===== config.mk =====
export PLATFORM = sky130hd
export DESIGN_NAME = tone_square_gen
export DESIGN_NICKNAME = d
export VERILOG_FILES = /design/src/rtl/tone_square_gen.sv
export SDC_FILE = /design/constraint.sdc
export NUM_CORES = 1
export LEC_CHECK = 0
export ABC_CLOCK_PERIOD_IN_PS = 3700
export BUFFER_PORTS_ARGS = -buffer_cell sky130_fd_sc_hd__buf_4
export CAP_MARGIN = 20
export CORE_ASPECT_RATIO = 0.8
export CORE_MARGIN = 1.5
export CORE_UTILIZATION = 30
export CTS_CLUSTER_DIAMETER = 60
export DETAILED_ROUTE_END_ITERATION = 6
export GPL_ROUTABILITY_DRIVEN = 1
export GPL_TIMING_DRIVEN = 0
export PLACE_DENSITY = 0.55
export SYNTH_ARGS = -nofsm -noshare
export SYNTH_HDL_FRONTEND = slang
export SYNTH_SLANG_ARGS = --single-unit

===== constraint.sdc =====
create_clock -name clk -period 3.7 [get_ports clk]
set_input_delay 0.185 -clock clk [delete_from_list [all_inputs] [get_ports clk]]
set_output_delay 0.185 -clock clk [all_outputs]
set_load 0.05 [all_outputs]

===== src/rtl/tone_square_gen.sv =====
`default_nettype none
// +--------------------------------------------------------------------------+
// | tone_square_gen: glitch-free square-wave tone driver for a speaker pin.   |
// | Revision: 1.0                                                             |
// +--------------------------------------------------------------------------+
module tone_square_gen #(
  parameter int WIDTH       = 52,
  parameter int MIN_HALF    = 2,
  parameter int MIN_PERIODS = 4,
  parameter int CNT_W       = 16
) (
  input  logic             clk,
  input  logic             reset_n,
  input  logic             s_enable,
  input  logic [WIDTH-1:0] sonido,
  output logic             speaker,
  output logic             busy,
  output logic [CNT_W-1:0] period_cnt,
  output logic             min_done
);

  localparam logic [1:0]       c_idle    = 2'd0;
  localparam logic [1:0]       c_run_hi  = 2'd1;
  localparam logic [1:0]       c_run_lo  = 2'd2;
  localparam logic [WIDTH-1:0] c_one_w   = WIDTH'(1);
  localparam logic [WIDTH-1:0] c_min_hp  = WIDTH'(MIN_HALF);
  localparam logic [CNT_W:0]   c_one_c   = (CNT_W+1)'(1);
  localparam logic [CNT_W:0]   c_min_per = (CNT_W+1)'(MIN_PERIODS);

  logic [1:0]       state_q, state_d;
  logic [WIDTH-1:0] counter_q, counter_d;
  logic [WIDTH-1:0] half_q, half_d;
  logic             speaker_q, speaker_d;
  logic [CNT_W-1:0] period_cnt_q, period_cnt_d;
  logic             min_done_q, min_done_d;

  logic             w_req;
  logic [WIDTH-1:0] w_hp;
  logic [WIDTH-1:0] w_half_next;
  logic [CNT_W:0]   w_cnt_plus;
  logic [CNT_W-1:0] w_cnt_sat;
  logic             w_min_met;

  assign w_req       = s_enable && (sonido != '0);
  assign w_hp        = (sonido < c_min_hp) ? c_min_hp : sonido;
  assign w_half_next = w_req ? w_hp : half_q;
  // Minimum test uses the unsaturated count so a saturated counter still reads as met.
  assign w_cnt_plus  = {1'b0, period_cnt_q} + c_one_c;
  assign w_cnt_sat   = (&period_cnt_q) ? period_cnt_q : w_cnt_plus[CNT_W-1:0];
  assign w_min_met   = (w_cnt_plus >= c_min_per);

  always_comb begin
    state_d      = state_q;
    counter_d    = counter_q;
    half_d       = half_q;
    speaker_d    = speaker_q;
    period_cnt_d = period_cnt_q;
    min_done_d   = min_done_q;
    case (state_q)
      c_idle: begin
        speaker_d = 1'b0;
        if (w_req) begin
          half_d       = w_hp;
          counter_d    = w_hp - c_one_w;
          speaker_d    = 1'b1;
          period_cnt_d = '0;
          min_done_d   = 1'b0;
          state_d      = c_run_hi;
        end
      end
      c_run_hi: begin
        if (counter_q == '0) begin
          speaker_d = 1'b0;
          counter_d = half_q - c_one_w;
          state_d   = c_run_lo;
        end else begin
          counter_d = counter_q - c_one_w;
        end
      end
      c_run_lo: begin
        if (counter_q == '0) begin
          period_cnt_d = w_cnt_sat;
          if (w_min_met) min_done_d = 1'b1;
          // Tone changes and stops only ever land here, at a full-period boundary.
          if (w_req || !w_min_met) begin
            half_d    = w_half_next;
            counter_d = w_half_next - c_one_w;
            speaker_d = 1'b1;
            state_d   = c_run_hi;
          end else begin
            speaker_d = 1'b0;
            state_d   = c_idle;
          end
        end else begin
          counter_d = counter_q - c_one_w;
        end
      end
      default: begin
        speaker_d = 1'b0;
        state_d   = c_idle;
      end
    endcase
  end

  always_ff @(posedge clk or negedge reset_n) begin
    if (!reset_n) begin
      state_q      <= c_idle;
      counter_q    <= '0;
      half_q       <= '0;
      speaker_q    <= 1'b0;
      period_cnt_q <= '0;
      min_done_q   <= 1'b0;
    end else begin
      state_q      <= state_d;
      counter_q    <= counter_d;
      half_q       <= half_d;
      speaker_q    <= speaker_d;
      period_cnt_q <= period_cnt_d;
      min_done_q   <= min_done_d;
    end
  end

  assign speaker    = speaker_q;
  assign busy       = (state_q == c_run_hi) || (state_q == c_run_lo);
  assign period_cnt = period_cnt_q;
  assign min_done   = min_done_q;

endmodule
`default_nettype wire


After elaboration in Yosys (flattened, before gate mapping):

Cells that the tools add are included.

* equal/unequal tests: 9
* magnitude comparators: 2
* muxes and demuxes: 28
* reduce and logical (&&, ||, !) cells: 16
* $add $sub $neg: 5

Operator list (count)
* $mux 52: 8
* $sub 52x1->52 const B: 4
* $pmux 52 s3: 1
* $pmux 52 s2: 1
* $logic_not 52->1: 1
* $lt 52x2->1 const B: 1
* $reduce_bool 52->1: 1
* $mux 16: 3
* $pmux 16 s2: 1
* $add 16x1->17 const B: 1
* $ge 17x3->1 const B: 1
* $reduce_and 16->1: 1
* $ne 2x2->1 const B: 6
* $reduce_and 3->1: 3
* $mux 1: 8
* $reduce_and 4->1: 2
* $mux 2: 3
* $pmux 2 s3: 1
* $ne 3x3->1 const B: 1
* $pmux 1 s3: 1
* $reduce_bool 3->1: 1
* $eq 2x1->1 const B: 1
* $eq 2x2->1 const B: 1
* $logic_not 2->1: 1
* 6 further kinds: 7

* output and inout port bits: 19
* input bits: 55
* logic and storage cells: 66
* flip-flop bits (word level): 124

Depth between registers and ports, before layout:

Gate-level depths: netlist of the first run.

* depth in word-level cells: 7
* mapped depth: 26
* gate-level depth less buffers: 16

Least setup slack after synthesis of the first run:

OpenSTA, ideal clock, no wires.

* path type: in2reg
* start point: input port sonido[48]
* end point: register counter_q[50]
* arrival: 5.924 ns
* data required time: 3.577 ns
* setup time: 0.123 ns
* buffers on the path: 9
* stages: 24
* setup slack: -2.347 ns
* cells stage by stage: buf_2 or4_1 or4_4 or4b_1 buf_2 o21a_1 buf_6 clkbuf_1 clkbuf_1 clkbuf_1 clkbuf_1 o21ai_0 ha_1 clkbuf_1 nand3_1 or4_1 clkbuf_1 or4_1 or4_1 a21oi_1 xor2_1 a21oi_1 o21ai_0 nand2_1

* longest elaborated chain between the ends: 7
* elaborated cells on any way between the ends: 15
* those cells by class: add/sub (2); order compare (1); eq/ne (2); mux (6); reduce/logical (4)

Ends and longest elaborated chain
* start, declared: RTL line 15 `input logic [WIDTH-1:0] sonido,`
* $lt 52x2->1 / $reduce_bool 52->1 (equally long branches): RTL line 45, 44
* $mux 52 / $logic_and 1x1->1 (equally long branches): RTL line 45, 44
* $mux 52
* $sub 52x1->52: RTL line 87 `counter_d = w_half_next - c_one_w;`
* $mux 52: RTL line 85 `if (w_req || !w_min_met) begin`
* $mux 52: RTL line 81 `if (counter_q == '0) begin`
* $pmux 52 s3: RTL line 59 `case (state_q)`
* end signal, assigned: RTL line 115 `counter_q <= counter_d;`
* end, declared: RTL line 31 `logic [WIDTH-1:0] counter_q, counter_d;`

Several ways; a longest one is shown, not always the timed one. The select of a mux whose other input is x is not followed.
A chain may end at the register's enable or synchronous reset.

Final worst setup path of the first run:

* start point: input port sonido[9]
* end point: register counter_q[50]

Same word-level chain as after synthesis.

==> results of run 1 <==
-- final timing paths --
kind	start	to	slack (ps)	depth (start not counted)
min reg2reg	counter_q[35]$_DFFE_PN0P_	counter_q[35]$_DFFE_PN0P_	530	2
max in group asynchronous	reset_n	counter_q[36]$_DFFE_PN0P_	2680	3
max reg2reg	counter_q[12]$_DFFE_PN0P_	counter_q[48]$_DFFE_PN0P_	-580	10
min in group asynchronous	reset_n	half_q[8]$_DFFE_PN0P_	210	2
min	sonido[13]	half_q[13]$_DFFE_PN0P_	30	2
max	sonido[9]	counter_q[50]$_DFFE_PN0P_	-1210	18
-- metal layers --
metal | track usage, % | part of all wire [%] | vias up
li1 | - | - | 5927
met4 | 9.99 | 3.8 | 0
met2 | 38.2 | 40 | 986
met5 | 0 | 0 | -
met1 | 39.8 | 42 | 6489
met3 | 10.2 | 14 | 154
-- flip-flops by register name, indices dropped and copies added, names as in the netlist --
register and cells:
state_q 2, counter_q 52, min_done 1, half_q 52
speaker 1, period_cnt 16
-- per-stage QoR --
stage          cell area, um^2  TNS (ps)  cells  util [%]
2_1_floorplan            12000    -27550   1550         -
3_3_place_gp             13000   -228220   2124      33.8
3_5_place_dp             13100   -215970   2129      34.0
4_1_cts                  15000    -29030   2210      38.9
5_1_grt                  15700    -21460   2225      40.6
6_report                 15700    -19440   2226      40.6
-- critical path, delay by kind of cell --
kind / cells / cell delay, ps
simple gates: 8 / 3310
compound gates: 5 / 910
buf+inv: 3 / 420
xor+xnor: 1 / 220
fa+ha+maj: 1 / 180
-- cells by family after synthesis --
kind of cell | count (synthesis) | share of synthesized area [%]
compound gates | 360 | 19.4
mux | 90 | 8.16
simple gates | 621 | 25.8
buf+inv | 150 | 4.99
flops | 124 | 26.1
fa+ha+maj | 11 | 1.16
xor+xnor | 194 | 14.3
-- where the power goes --
group | leakage [uW] | switching (uW) | internal (uW)
Combinational | 0.00388 | 3300 | 1970
Clock | 0.000274 | 716 | 1030
Sequential | 0.00152 | 847 | 1930
-- cell type report --
type	instances	area share, %
tap	528	4.21
clock buffer	19	2.89
buffer	120	4.75
sequential	124	19.8
antenna	1	0.0160
multi-input combinational	1277	59.8
timing repair buffer	130	7.27
clock inverter	13	0.901
inverter	14	0.351
-- cell usage in the layout, fill, tap and decap left out, types with 11 or more instances in the layout --
cell type and count:
sky130_fd_sc_hd__o31ai_1 26, sky130_fd_sc_hd__nor3_1 78, sky130_fd_sc_hd__nand3_1 32, sky130_fd_sc_hd__clkbuf_1 69, sky130_fd_sc_hd__o22ai_1 11, sky130_fd_sc_hd__a31oi_1 17, sky130_fd_sc_hd__xor2_1 92, sky130_fd_sc_hd__nor2_1 134
sky130_fd_sc_hd__o211ai_1 11, sky130_fd_sc_hd__and3_1 11, sky130_fd_sc_hd__o21ai_0 72, sky130_fd_sc_hd__mux2_2 55, sky130_fd_sc_hd__clkbuf_16 19, sky130_fd_sc_hd__nand2_1 144, sky130_fd_sc_hd__buf_4 95, sky130_fd_sc_hd__or3_1 31
sky130_fd_sc_hd__or4_1 19, sky130_fd_sc_hd__o21ai_1 23, sky130_fd_sc_hd__dlygate4sd3_1 11, sky130_fd_sc_hd__nor4_1 34, sky130_fd_sc_hd__dfrtp_1 123, sky130_fd_sc_hd__a21oi_1 73, sky130_fd_sc_hd__clkbuf_2 14, sky130_fd_sc_hd__xnor2_1 87
sky130_fd_sc_hd__mux2i_1 27, sky130_fd_sc_hd__nand4_1 24, sky130_fd_sc_hd__nor4_4 11, sky130_fd_sc_hd__buf_6 30
-- timing repair --
item | CTS | global route
gates resized for setup | 209 | 131
setup endpoints to repair | 124 | 118
hold buffers | 10 | 1
cloned | 1 | 0
endpoints found under the hold margin | 52 | 1
setup buffers | 46 | 24
pin swaps | 71 | 82
==> results.rst, run 1 <==
.. list-table::
   :header-rows: 1

   * - Metric
     - Value
   * - Yosys warning total
     - 0
   * - Pin count of the biggest net entering global routing
     - 82
   * - Tightest Pin Transition
     - 1150 ps
   * - CP cell instances
     - buf_12 > or4_4 > or4_4 > or4b_4 > o21a_4 > clkbuf_16 > o21ai_4 > ha_4 > nand3_4 > or4_4 > buf_6 > or4_4 > or4_4 > a21oi_4 > xor2_4 > a21oi_2 > o21ai_2 > nand2_1
   * - Remaining routing DRC violations
     - 0
   * - Yosys top cell area share
     - 26.1%
   * - Pre-CTS WS
     - -3110 ps
   * - Proportion of synthesized chip area in sequential cells
     - 26.1%
   * - Number of detailed-route iterations in the first pass
     - 6
   * - Count of max-cap constraint violations
     - 0
   * - Static Leakage
     - 0.00567 uW
   * - Clock latency at the later pin of the worst-skew pair
     - 470 ps
   * - Class of the tightest hold or removal check
     - primary input to flop
   * - Area used by multi-input combinational logic
     - 9380 um^2
   * - Post-synth EDFFs
     - 0
   * - Top-count cell post-synth
     - sky130_fd_sc_hd__nand2_1
   * - Number of storage elements in the synthesis netlist
     - 124
   * - Worst setup path class
     - primary input to flop
   * - Total overflow reported by the global router
     - 0
   * - Net count after synthesis
     - 1616
   * - Share of post-route cells with drive strength above 1
     - 25.0%
   * - Number of vias per cell after detailed routing
     - 6.09
   * - Share of the clock period used by the worst path after layout
     - 133%
   * - Via count of the first global-routing pass
     - 12.6k
   * - First-pass GRT wire length
     - 84400 um
   * - Area of the core
     - 38600 um^2
   * - Fillcell total
     - 3964
   * - CP arrival
     - 5260 ps
   * - Top cells by area, synth
     - sky130_fd_sc_hd__dfrtp_1, sky130_fd_sc_hd__xor2_1, sky130_fd_sc_hd__xnor2_1
   * - Clock period minus worst slack
     - 4910 ps
   * - Largest area contributor in the netlist
     - sky130_fd_sc_hd__dfrtp_1
   * - Maximum clock insertion buffer count
     - 2
   * - Buffers on Ports
     - 46
   * - Clock tree from TritonCTS
     - done
   * - Proportion of register bits with asynchronous set or reset after synthesis
     - 100%
   * - Headroom to the max-slew limit
     - 22.3%
   * - Worst clock skew
     - 20.5 ps
   * - Number of buffers created by CTS
     - 17
   * - Synth cell count leaders
     - sky130_fd_sc_hd__nand2_1, sky130_fd_sc_hd__nor2_1, sky130_fd_sc_hd__dfrtp_1, sky130_fd_sc_hd__clkbuf_1, sky130_fd_sc_hd__xor2_1
   * - Detailed placer's ending HPWL
     - 42500 um
   * - Required time at the endpoint of the critical path
     - 4050 ps
   * - Die outline height
     - 181 um
   * - Area added between synthesis and finish
     - 32.0%
   * - Library cells used by synthesis
     - 68
   * - Number of cells produced by synthesis
     - 1550
   * - Final-layout worst hold slack
     - 26.6 ps
   * - Largest driver fanout on the critical path
     - 5
   * - Cell repeated most along the worst path
     - sky130_fd_sc_hd__or4_4
   * - Highest cell delay on the worst timing path
     - 570 ps
   * - Global router's overall resource usage
     - 28.0%
   * - Worst Setup Start Kind
     - primary input
   * - Capturing element type of the critical path
     - flop
   * - Worst voltage drop across the vdd grid
     - 0.393 mV
   * - Count of final max-slew check failures
     - 0
   * - Horizontal die dimension
     - 225 um
   * - Count of final hold-check violations
     - 0
   * - Initial core utilization
     - 30.8%
   * - Total die area
     - 40800 um^2
   * - Initial DRC count
     - 1834
   * - Worst Setup Slack, final
     - -1210 ps
   * - Final weighted congestion of routability-driven global placement
     - 1.01
   * - Cell area after technology mapping
     - 11900 um^2
   * - Achievable clock frequency
     - 0.204 GHz
   * - Total power consumption of the routed design
     - 9790 uW
   * - Power density normalized to cell area
     - 624 nW/um^2
   * - Total wirelength of the detailed-routed design
     - 57500 um
   * - H-tree Lvls
     - 4
   * - Flip-flop and latch area
     - 3100 um^2
   * - WL/cell
     - 25.8 um
   * - Boundary pin count
     - 74
   * - Cell type of the slowest stage on the worst timing path
     - sky130_fd_sc_hd__or4_4
   * - RSZ-0062 raised after global routing
     - yes
   * - Top flip-flop cell by instance count after synthesis
     - sky130_fd_sc_hd__dfrtp_1
   * - Final setup violation count
     - 32
   * - Number of nets in the final layout
     - 1750
   * - Clock transition at the register clock pins on the worst setup and hold paths after CTS
     - 60 ps
   * - Failing checks
     - setup timing
   * - Mean instance size in the synthesized netlist
     - 7.66 um^2
   * - Row Count
     - 64
   * - Number of clock sinks
     - 124
   * - Clock root buffer
     - sky130_fd_sc_hd__clkbuf_16
   * - Outcome
     - complete, but fails checks
   * - Total number of vias
     - 13.6k
   * - Initial antenna violation count
     - 0
   * - Count of nets left with antenna violations after detail routing
     - 0
Note: power is estimated with default switching activity, not from simulation.
==> run 2: changes to the inputs <==
- ABC_CLOCK_PERIOD_IN_PS: 3700 -> 4700
- CORE_ASPECT_RATIO: 0.8 -> 1.75
- PLACE_DENSITY: 0.55 -> 0.53
- clock period: 3.7 -> 4.7 ns (I/O delays scaled with it)
==> run 2 against run 1 <==
- the flow still finishes with violations (setup timing)
- hold slack better by 3.5 ps
- clock power down 13%
- sequential power down 23%
==> results.rst, run 2 (synthesized netlist as in run 1, its figures left out) <==
.. list-table::
   :header-rows: 1

   * - Metric
     - Value
   * - Initial antenna violation count
     - 1 (was 0)
   * - Worst setup path startpoint
     - counter_q[36]$_DFFE_PN0P_ (was sonido[9])
   * - Boundary pin count
     - 74 (unchanged)
   * - Remaining routing DRC violations
     - 0 (unchanged)
   * - Total overflow reported by the global router
     - 0 (unchanged)
   * - Tightest Pin Transition
     - 1420 ps (was 1150 ps)
   * - Highest-utilization routing layer at the global route stage
     - met2 (was met1)
   * - Headroom to the max-slew limit
     - 4.52% (was 22.3%)
   * - Number of buffers created by CTS
     - 17 (unchanged)
   * - Most common cell after layout, fill and taps aside
     - sky130_fd_sc_hd__nand2_1 (unchanged)
   * - Static Leakage
     - 0.00540 uW (was 0.00567 uW)
   * - Clock root buffer
     - sky130_fd_sc_hd__clkbuf_16 (unchanged)
   * - Global-route track usage on met1
     - 32.9% (was 39.8%)
   * - Pin count of the biggest net entering global routing
     - 79 (was 82)
   * - Diodes inserted
     - 0 (was 1)
   * - Final setup violation count
     - 34 (was 32)
   * - Pre-CTS WS
     - -3140 ps (was -3110 ps)
   * - Final weighted congestion of routability-driven global placement
     - 1.07 (was 1.01)
   * - CP arrival
     - 5260 ps (about the same)
   * - Met3 capacity usage during global routing
     - 5.86% (was 10.2%)
   * - Clock transition at the register clock pins on the worst setup and hold paths after CTS
     - 80 ps (was 60 ps)
   * - Detailed placer's ending HPWL
     - 45700 um (was 42500 um)
   * - Startpoint of the most critical hold path
     - sonido[5] (was sonido[13])
   * - Total number of vias
     - 13.6k (about the same)
   * - Total wirelength of the detailed-routed design
     - 63400 um (was 57500 um)
   * - Most frequent cells in the layout
     - sky130_fd_sc_hd__nand2_1, sky130_fd_sc_hd__nor2_1, sky130_fd_sc_hd__dfrtp_1, sky130_fd_sc_hd__xor2_1, sky130_fd_sc_hd__xnor2_1 (was sky130_fd_sc_hd__nand2_1, sky130_fd_sc_hd__nor2_1, sky130_fd_sc_hd__dfrtp_1, sky130_fd_sc_hd__buf_4, sky130_fd_sc_hd__xor2_1)
   * - Number of detailed-route iterations in the first pass
     - 6 (unchanged)
   * - Initial core utilization
     - 30.3% (was 30.8%)
   * - Count of final hold-check violations
     - 0 (unchanged)
   * - Buffers on Ports
     - 46 (unchanged)
   * - Worst Setup Start Kind
     - flop (was primary input)
   * - Required time at the endpoint of the critical path
     - 5060 ps (was 4050 ps)
   * - Capturing element type of the critical path
     - flop (unchanged)
   * - Share of post-route cells with drive strength above 1
     - 19.7% (was 25.0%)
   * - Fillcell total
     - 4113 (was 3964)
   * - Met2 Use GR
     - 53.9% (was 38.2%)
   * - Clock latency at the later pin of the worst-skew pair
     - 470 ps (about the same)
   * - Clock period minus worst slack
     - 4900 ps
   * - Initial DRC count
     - 1402 (was 1834)
   * - Number of clock sinks
     - 124 (unchanged)
   * - H-tree Lvls
     - 4 (unchanged)
   * - Flip-flop and latch area
     - 3100 um^2 (about the same)
   * - Placed Cells incl. Taps
     - 2093 (was 2129)
   * - Outcome
     - complete, but fails checks (unchanged)
   * - Global router's overall resource usage
     - 31.1% (was 28.0%)
   * - Clock tree from TritonCTS
     - done (unchanged)
   * - Area added between synthesis and finish
     - 24.5% (was 32.0%)
   * - Count of max-cap constraint violations
     - 0 (unchanged)
   * - Non-Filler Instances
     - 2174 (was 2226)
   * - Worst voltage drop across the vdd grid
     - 0.265 mV (was 0.393 mV)
   * - Power density normalized to cell area
     - 506 nW/um^2 (was 624 nW/um^2)
   * - Class of the tightest hold or removal check
     - primary input to flop (unchanged)
   * - Total die area
     - 40900 um^2 (was 40800 um^2)
   * - Share of the clock period used by the worst path after layout
     - 104%
   * - Critical register-to-register path startpoint
     - counter_q[36]$_DFFE_PN0P_ (was counter_q[12]$_DFFE_PN0P_)
   * - Area of the core
     - 39200 um^2 (was 38600 um^2)
   * - Die outline height
     - 266 um (was 181 um)
   * - Failing checks
     - setup timing (unchanged)
   * - RSZ-0062 raised after global routing
     - yes (unchanged)
   * - Via count of the first global-routing pass
     - 13.3k (was 12.6k)
   * - Achievable clock frequency
     - 0.204 GHz
   * - Area used by multi-input combinational logic
     - 8760 um^2 (was 9380 um^2)
   * - Maximum clock insertion buffer count
     - 2 (unchanged)
   * - Count of final max-slew check failures
     - 0 (unchanged)
   * - Number of vias per cell after detailed routing
     - 6.25 (was 6.09)
   * - Row Count
     - 96 (was 64)
   * - Horizontal die dimension
     - 153 um (was 225 um)
   * - Count of nets left with antenna violations after detail routing
     - 0 (unchanged)
   * - WL/cell
     - 29.2 um (was 25.8 um)
   * - Worst Setup Slack, final
     - -201 ps (was -1210 ps)
   * - Number of nets in the final layout
     - 1737 (was 1750)
   * - Worst setup path class
     - flop to flop (was primary input to flop)
   * - First-pass GRT wire length
     - 91100 um (was 84400 um)
   * - Largest driver fanout on the critical path
     - 10 (was 5)
   * - Worst clock skew
     - 19.7 ps (was 20.5 ps)
==> run 2: changes by cell type in the layout (fill, tap and decap cells not counted), moves of 7 or more <==
cell                            delta
sky130_fd_sc_hd__buf_2            +10
sky130_fd_sc_hd__clkbuf_1         +15
sky130_fd_sc_hd__xnor2_1           +7
sky130_fd_sc_hd__o21ai_0          +18
sky130_fd_sc_hd__buf_6            -13
sky130_fd_sc_hd__a21oi_1           +8
sky130_fd_sc_hd__nor3_1            +8
sky130_fd_sc_hd__dlygate4sd3_1    -10
sky130_fd_sc_hd__o21ai_1          -15
==> run 2: repair_timing <==
item | CTS | global route
hold endpoints to repair | 77 | 0
hold buffers | 1 | 0
setup endpoints to repair | 122 | 88
setup buffers | 39 | 19
gates resized for setup | 107 | 93
pin swaps | 39 | 34
==> run 2: cell type report <==
class | instances | share of cell area [%]
inverters | 14 | 0.440
plain buffers | 126 | 4.59
well taps | 490 | 4.15
flip-flops and latches | 124 | 21.0
repair buffers | 112 | 6.28
clock inverters | 15 | 1.45
multi-input cells | 1276 | 59.2
clock buffers | 17 | 2.88
==> run 2: worst paths after layout <==
kind	end	slack, ps	cells after the start
max in group asynchronous	half_q[31]$_DFFE_PN0P_	3470	3
worst max-delay path	counter_q[40]$_DFFE_PN0P_	-200	15
worst max register to register	counter_q[40]$_DFFE_PN0P_	-200	15
min in group asynchronous	half_q[4]$_DFFE_PN0P_	410	2
worst min register to register	counter_q[21]$_DFFE_PN0P_	520	2
worst min-delay path	half_q[5]$_DFFE_PN0P_	30	2
==> run 2: where the power goes <==
part / switching [uW] / internal, uW / total [uW]
logic: 2450 / 1380 / 3830
registers: 618 / 1520 / 2140
clock network: 618 / 896 / 1510
total: 3680 / 3800 / 7490
==> run 2: worst max-delay path, cell delays in order (launching register included) <==
cell	delay (ps)
sky130_fd_sc_hd__dfrtp_1	480
sky130_fd_sc_hd__or4_1	630
sky130_fd_sc_hd__or4_1	430
sky130_fd_sc_hd__clkbuf_1	230
sky130_fd_sc_hd__nor4_4	200
sky130_fd_sc_hd__buf_4	200
sky130_fd_sc_hd__and4_1	180
sky130_fd_sc_hd__clkbuf_1	260
sky130_fd_sc_hd__nand2_2	320
sky130_fd_sc_hd__nor2_4	350
sky130_fd_sc_hd__buf_4	250
sky130_fd_sc_hd__a211o_2	320
sky130_fd_sc_hd__buf_2	370
sky130_fd_sc_hd__clkbuf_4	360
sky130_fd_sc_hd__a21oi_1	110
sky130_fd_sc_hd__o31ai_1	80
==> run 2: per-stage QoR <==
stage	hold WS (ps)	total power [uW]	TNS (ps)	util (%)	area, um^2
after floorplan	-60.6	4290	-6440	-	12000
after global placement	504	5610	-219020	33.2	13000
after detailed placement	378	5660	-201780	33.4	13100
after CTS	24.3	7280	-7060	37.1	14500
after global routing	33.1	7800	-7450	37.8	14800
final	30.1	7490	-3940	37.8	14800
==> run 2: layer usage <==
metal / routed length [um] / part of all wire, %
met1: 22000 / 35
met2: 30600 / 48
met3: 4650 / 7.3
met4: 6130 / 9.7
met5: 0 / 0
==> run 3: changes to the inputs <==
- ABC_CLOCK_PERIOD_IN_PS: 4700 -> 4340
- PLACE_DENSITY: 0.53 -> 0.55
- SLEW_MARGIN: default -> 15
- clock period: 4.7 -> 4.34 ns (I/O delays scaled with it)
==> run 3 against run 2 <==
- the run still ends with setup timing left
- design area up 1.4%
- largest cell class unchanged
- critical endpoint is now counter_q[50]$_DFFE_PN0P_
- critical path type is now primary input to flop
- register-to-register slack better by 250 ps
- total power rose by 9.6%
- clock skew fell by 8.7 ps
==> results.rst, run 3 (synthesized netlist as in run 1, its figures left out) <==
.. list-table::
   :header-rows: 1

   * - Metric
     - Value
   * - Setup tns final
     - -6110 ps (was -3940 ps)
   * - Worst clock skew
     - 11.0 ps (was 19.7 ps)
   * - Diodes inserted
     - 0 (unchanged)
   * - Global router's overall resource usage
     - 31.7% (was 31.1%)
   * - Pre-CTS WS
     - -3800 ps (was -3140 ps)
   * - Total number of vias
     - 13.6k (about the same)
   * - Outcome
     - complete, but fails checks (unchanged)
   * - Final weighted congestion of routability-driven global placement
     - 0.999 (was 1.07)
   * - Critical register-to-register path startpoint
     - half_q[5]$_DFFE_PN0P_ (was counter_q[36]$_DFFE_PN0P_)
   * - CP cell instances
     - buf_8 > or4_4 > or4_4 > buf_6 > nor4b_4 > buf_6 > a21oi_2 > a21o_1 > buf_8 > clkinvlp_4 > buf_12 > ha_4 > nand3_4 > or4_4 > or4_4 > or4_4 > a21oi_2 > xor2_1 > a21oi_1 > o21ai_1 > nand2_1 (was or4_1 > or4_1 > clkbuf_1 > nor4_4 > buf_4 > and4_1 > clkbuf_1 > nand2_2 > nor2_4 > buf_4 > a211o_2 > buf_2 > clkbuf_4 > a21oi_1 > o31ai_1)
   * - Initial core utilization
     - 30.3% (unchanged)
   * - Clock period minus worst slack
     - 4940 ps
   * - Worst Setup Start Kind
     - primary input (was flop)
   * - Highest cell delay on the worst timing path
     - 590 ps (was 630 ps)
   * - Initial antenna violation count
     - 1 (unchanged)
   * - Clock transition at the register clock pins on the worst setup and hold paths after CTS
     - 60 ps (was 80 ps)
   * - Class of the tightest hold or removal check
     - primary input to flop (unchanged)
   * - WL/cell
     - 29.7 um (was 29.2 um)
   * - Largest driver fanout on the critical path
     - 8 (was 10)
   * - Total overflow reported by the global router
     - 0 (unchanged)
   * - Row Count
     - 96 (unchanged)
   * - Clock tree from TritonCTS
     - done (unchanged)
   * - Worst voltage drop across the vdd grid
     - 0.268 mV (was 0.265 mV)
   * - Remaining routing DRC violations
     - 0 (unchanged)
   * - Number of clock sinks
     - 124 (unchanged)
   * - Total die area
     - 40900 um^2 (unchanged)
   * - Buffers on Ports
     - 46 (unchanged)
   * - Pin count of the biggest net entering global routing
     - 70 (was 79)
   * - Number of detailed-route iterations in the first pass
     - 6 (unchanged)
   * - Share of the clock period used by the worst path after layout
     - 114%
   * - Detailed placer's ending HPWL
     - 46400 um (was 45700 um)
   * - Most common cell after layout, fill and taps aside
     - sky130_fd_sc_hd__nand2_1 (unchanged)
   * - Required time at the endpoint of the critical path
     - 4680 ps (was 5060 ps)
   * - Count of final hold-check violations
     - 0 (unchanged)
   * - Initial DRC count
     - 1163 (was 1402)
   * - CP arrival
     - 5280 ps (was 5260 ps)
   * - Area added between synthesis and finish
     - 26.3% (was 24.5%)
   * - Failing checks
     - setup timing (unchanged)
   * - Most frequent cells in the layout
     - sky130_fd_sc_hd__nand2_1, sky130_fd_sc_hd__nor2_1, sky130_fd_sc_hd__dfrtp_1, sky130_fd_sc_hd__xor2_1, sky130_fd_sc_hd__buf_4 (was sky130_fd_sc_hd__nand2_1, sky130_fd_sc_hd__nor2_1, sky130_fd_sc_hd__dfrtp_1, sky130_fd_sc_hd__xor2_1, sky130_fd_sc_hd__xnor2_1)
   * - Clock latency at the later pin of the worst-skew pair
     - 460 ps (was 470 ps)
   * - Maximum clock insertion buffer count
     - 2 (unchanged)
   * - Tightest Pin Transition
     - 1230 ps (was 1420 ps)
   * - Die outline height
     - 266 um (unchanged)
   * - RSZ-0062 raised after global routing
     - yes (unchanged)
   * - Capturing element type of the critical path
     - flop (unchanged)
   * - Via count of the first global-routing pass
     - 13.6k (was 13.3k)
   * - Boundary pin count
     - 74 (unchanged)
   * - Final setup violation count
     - 18 (was 34)
   * - H-tree Lvls
     - 4 (unchanged)
   * - First-pass GRT wire length
     - 93200 um (was 91100 um)
   * - Worst Setup Slack, final
     - -601 ps (was -201 ps)
   * - Number of buffers created by CTS
     - 17 (unchanged)
   * - Static Leakage
     - 0.00551 uW (was 0.00540 uW)
   * - Startpoint of the most critical hold path
     - sonido[9] (was sonido[5])
   * - Achievable clock frequency
     - 0.202 GHz
   * - Reg-to-reg setup timing slack
     - 50 ps (was -200 ps)
   * - Count of final max-slew check failures
     - 0 (unchanged)
   * - Area of the core
     - 39200 um^2 (unchanged)
   * - Worst setup path startpoint
     - sonido[9] (was counter_q[36]$_DFFE_PN0P_)
   * - Headroom to the max-slew limit
     - 17.8% (was 4.52%)
   * - Fillcell total
     - 4108 (was 4113)
   * - Worst setup path class
     - primary input to flop (was flop to flop)
   * - Share of post-route cells with drive strength above 1
     - 21.2% (was 19.7%)
   * - Cell repeated most along the worst path
     - sky130_fd_sc_hd__or4_4
   * - Power density normalized to cell area
     - 547 nW/um^2 (was 506 nW/um^2)
   * - Count of nets left with antenna violations after detail routing
     - 0 (unchanged)
   * - Number of vias per cell after detailed routing
     - 6.27 (was 6.25)
   * - Clock root buffer
     - sky130_fd_sc_hd__clkbuf_16 (unchanged)
   * - Number of nets in the final layout
     - 1740 (was 1737)
   * - Count of max-cap constraint violations
     - 0 (unchanged)
   * - Cell type of the slowest stage on the worst timing path
     - sky130_fd_sc_hd__or4_4 (was sky130_fd_sc_hd__or4_1)
   * - Total wirelength of the detailed-routed design
     - 64500 um (was 63400 um)
   * - Horizontal die dimension
     - 153 um (unchanged)
## run 3: final timing paths
path,endpoint,cells past startpoint
max,counter_q[50]$_DFFE_PN0P_,21
min,half_q[9]$_DFFE_PN0P_,2
max reg2reg,counter_q[40]$_DFFE_PN0P_,11
min reg2reg,speaker$_DFFE_PN0P_,2
max in group asynchronous,counter_q[50]$_DFFE_PN0P_,3
min in group asynchronous,half_q[11]$_DFFE_PN0P_,2
## run 3: per-layer routing
| layer | routed length, um | GRT usage, % | vias up |
|---|---|---|---|
| met5 | 10 | 0 | - |
| met4 | 6830 | 28.0 | 2 |
| met3 | 4780 | 6.21 | 330 |
| met2 | 30900 | 53.9 | 787 |
| met1 | 22000 | 33.3 | 6620 |
| li1 | - | - | 5896 |
## run 3: report_power, final
| part | switching (uW) | total, uW | internal (uW) | leakage [uW] |
|---|---|---|---|---|
| Clock | 605 | 1630 | 1030 | 0.000315 |
| Sequential | 680 | 2330 | 1650 | 0.00152 |
| Combinational | 2710 | 4240 | 1540 | 0.00368 |
## run 3: metrics by stage
stage	std cells	area [um^2]	hold WS [ps]	power (uW)	utilization [%]
6_report	2175	15000	6.80	8210	38.3
3_5_place_dp	2091	13100	187	6170	33.4
5_1_grt	2175	15000	10.3	8570	38.3
3_3_place_gp	2086	13000	490	6110	33.2
2_1_floorplan	1550	12000	-78.6	4640	-
4_1_cts	2162	14700	11.8	8000	37.7
## run 3: area by class of cell
type	instances	area [um^2]	area share, %
well taps	490	613	4.09
repair buffers	115	990	6.60
multi-input cells	1277	8930	59.5
clock buffers	23	498	3.32
flip-flops and latches	124	3100	20.7
plain buffers	125	676	4.50
clock inverters	7	135	0.901
inverters	14	56.3	0.375
## run 3: worst max-delay path: cells and delay by family
| kind | cells | cell delay (ps) |
|---|---|---|
| buf+inv | 6 | 870 |
| compound gates | 5 | 660 |
| fa+ha+maj | 1 | 170 |
| xor+xnor | 1 | 150 |
| simple gates | 8 | 3180 |
## run 3: repair_timing
action	in CTS	in global routing
pin swaps	58	39
buffers inserted	44	18
endpoints found under the setup margin	122	85
resized for setup	170	62
cloned	1	0
hold endpoints to repair	55	0
hold buffers	1	0
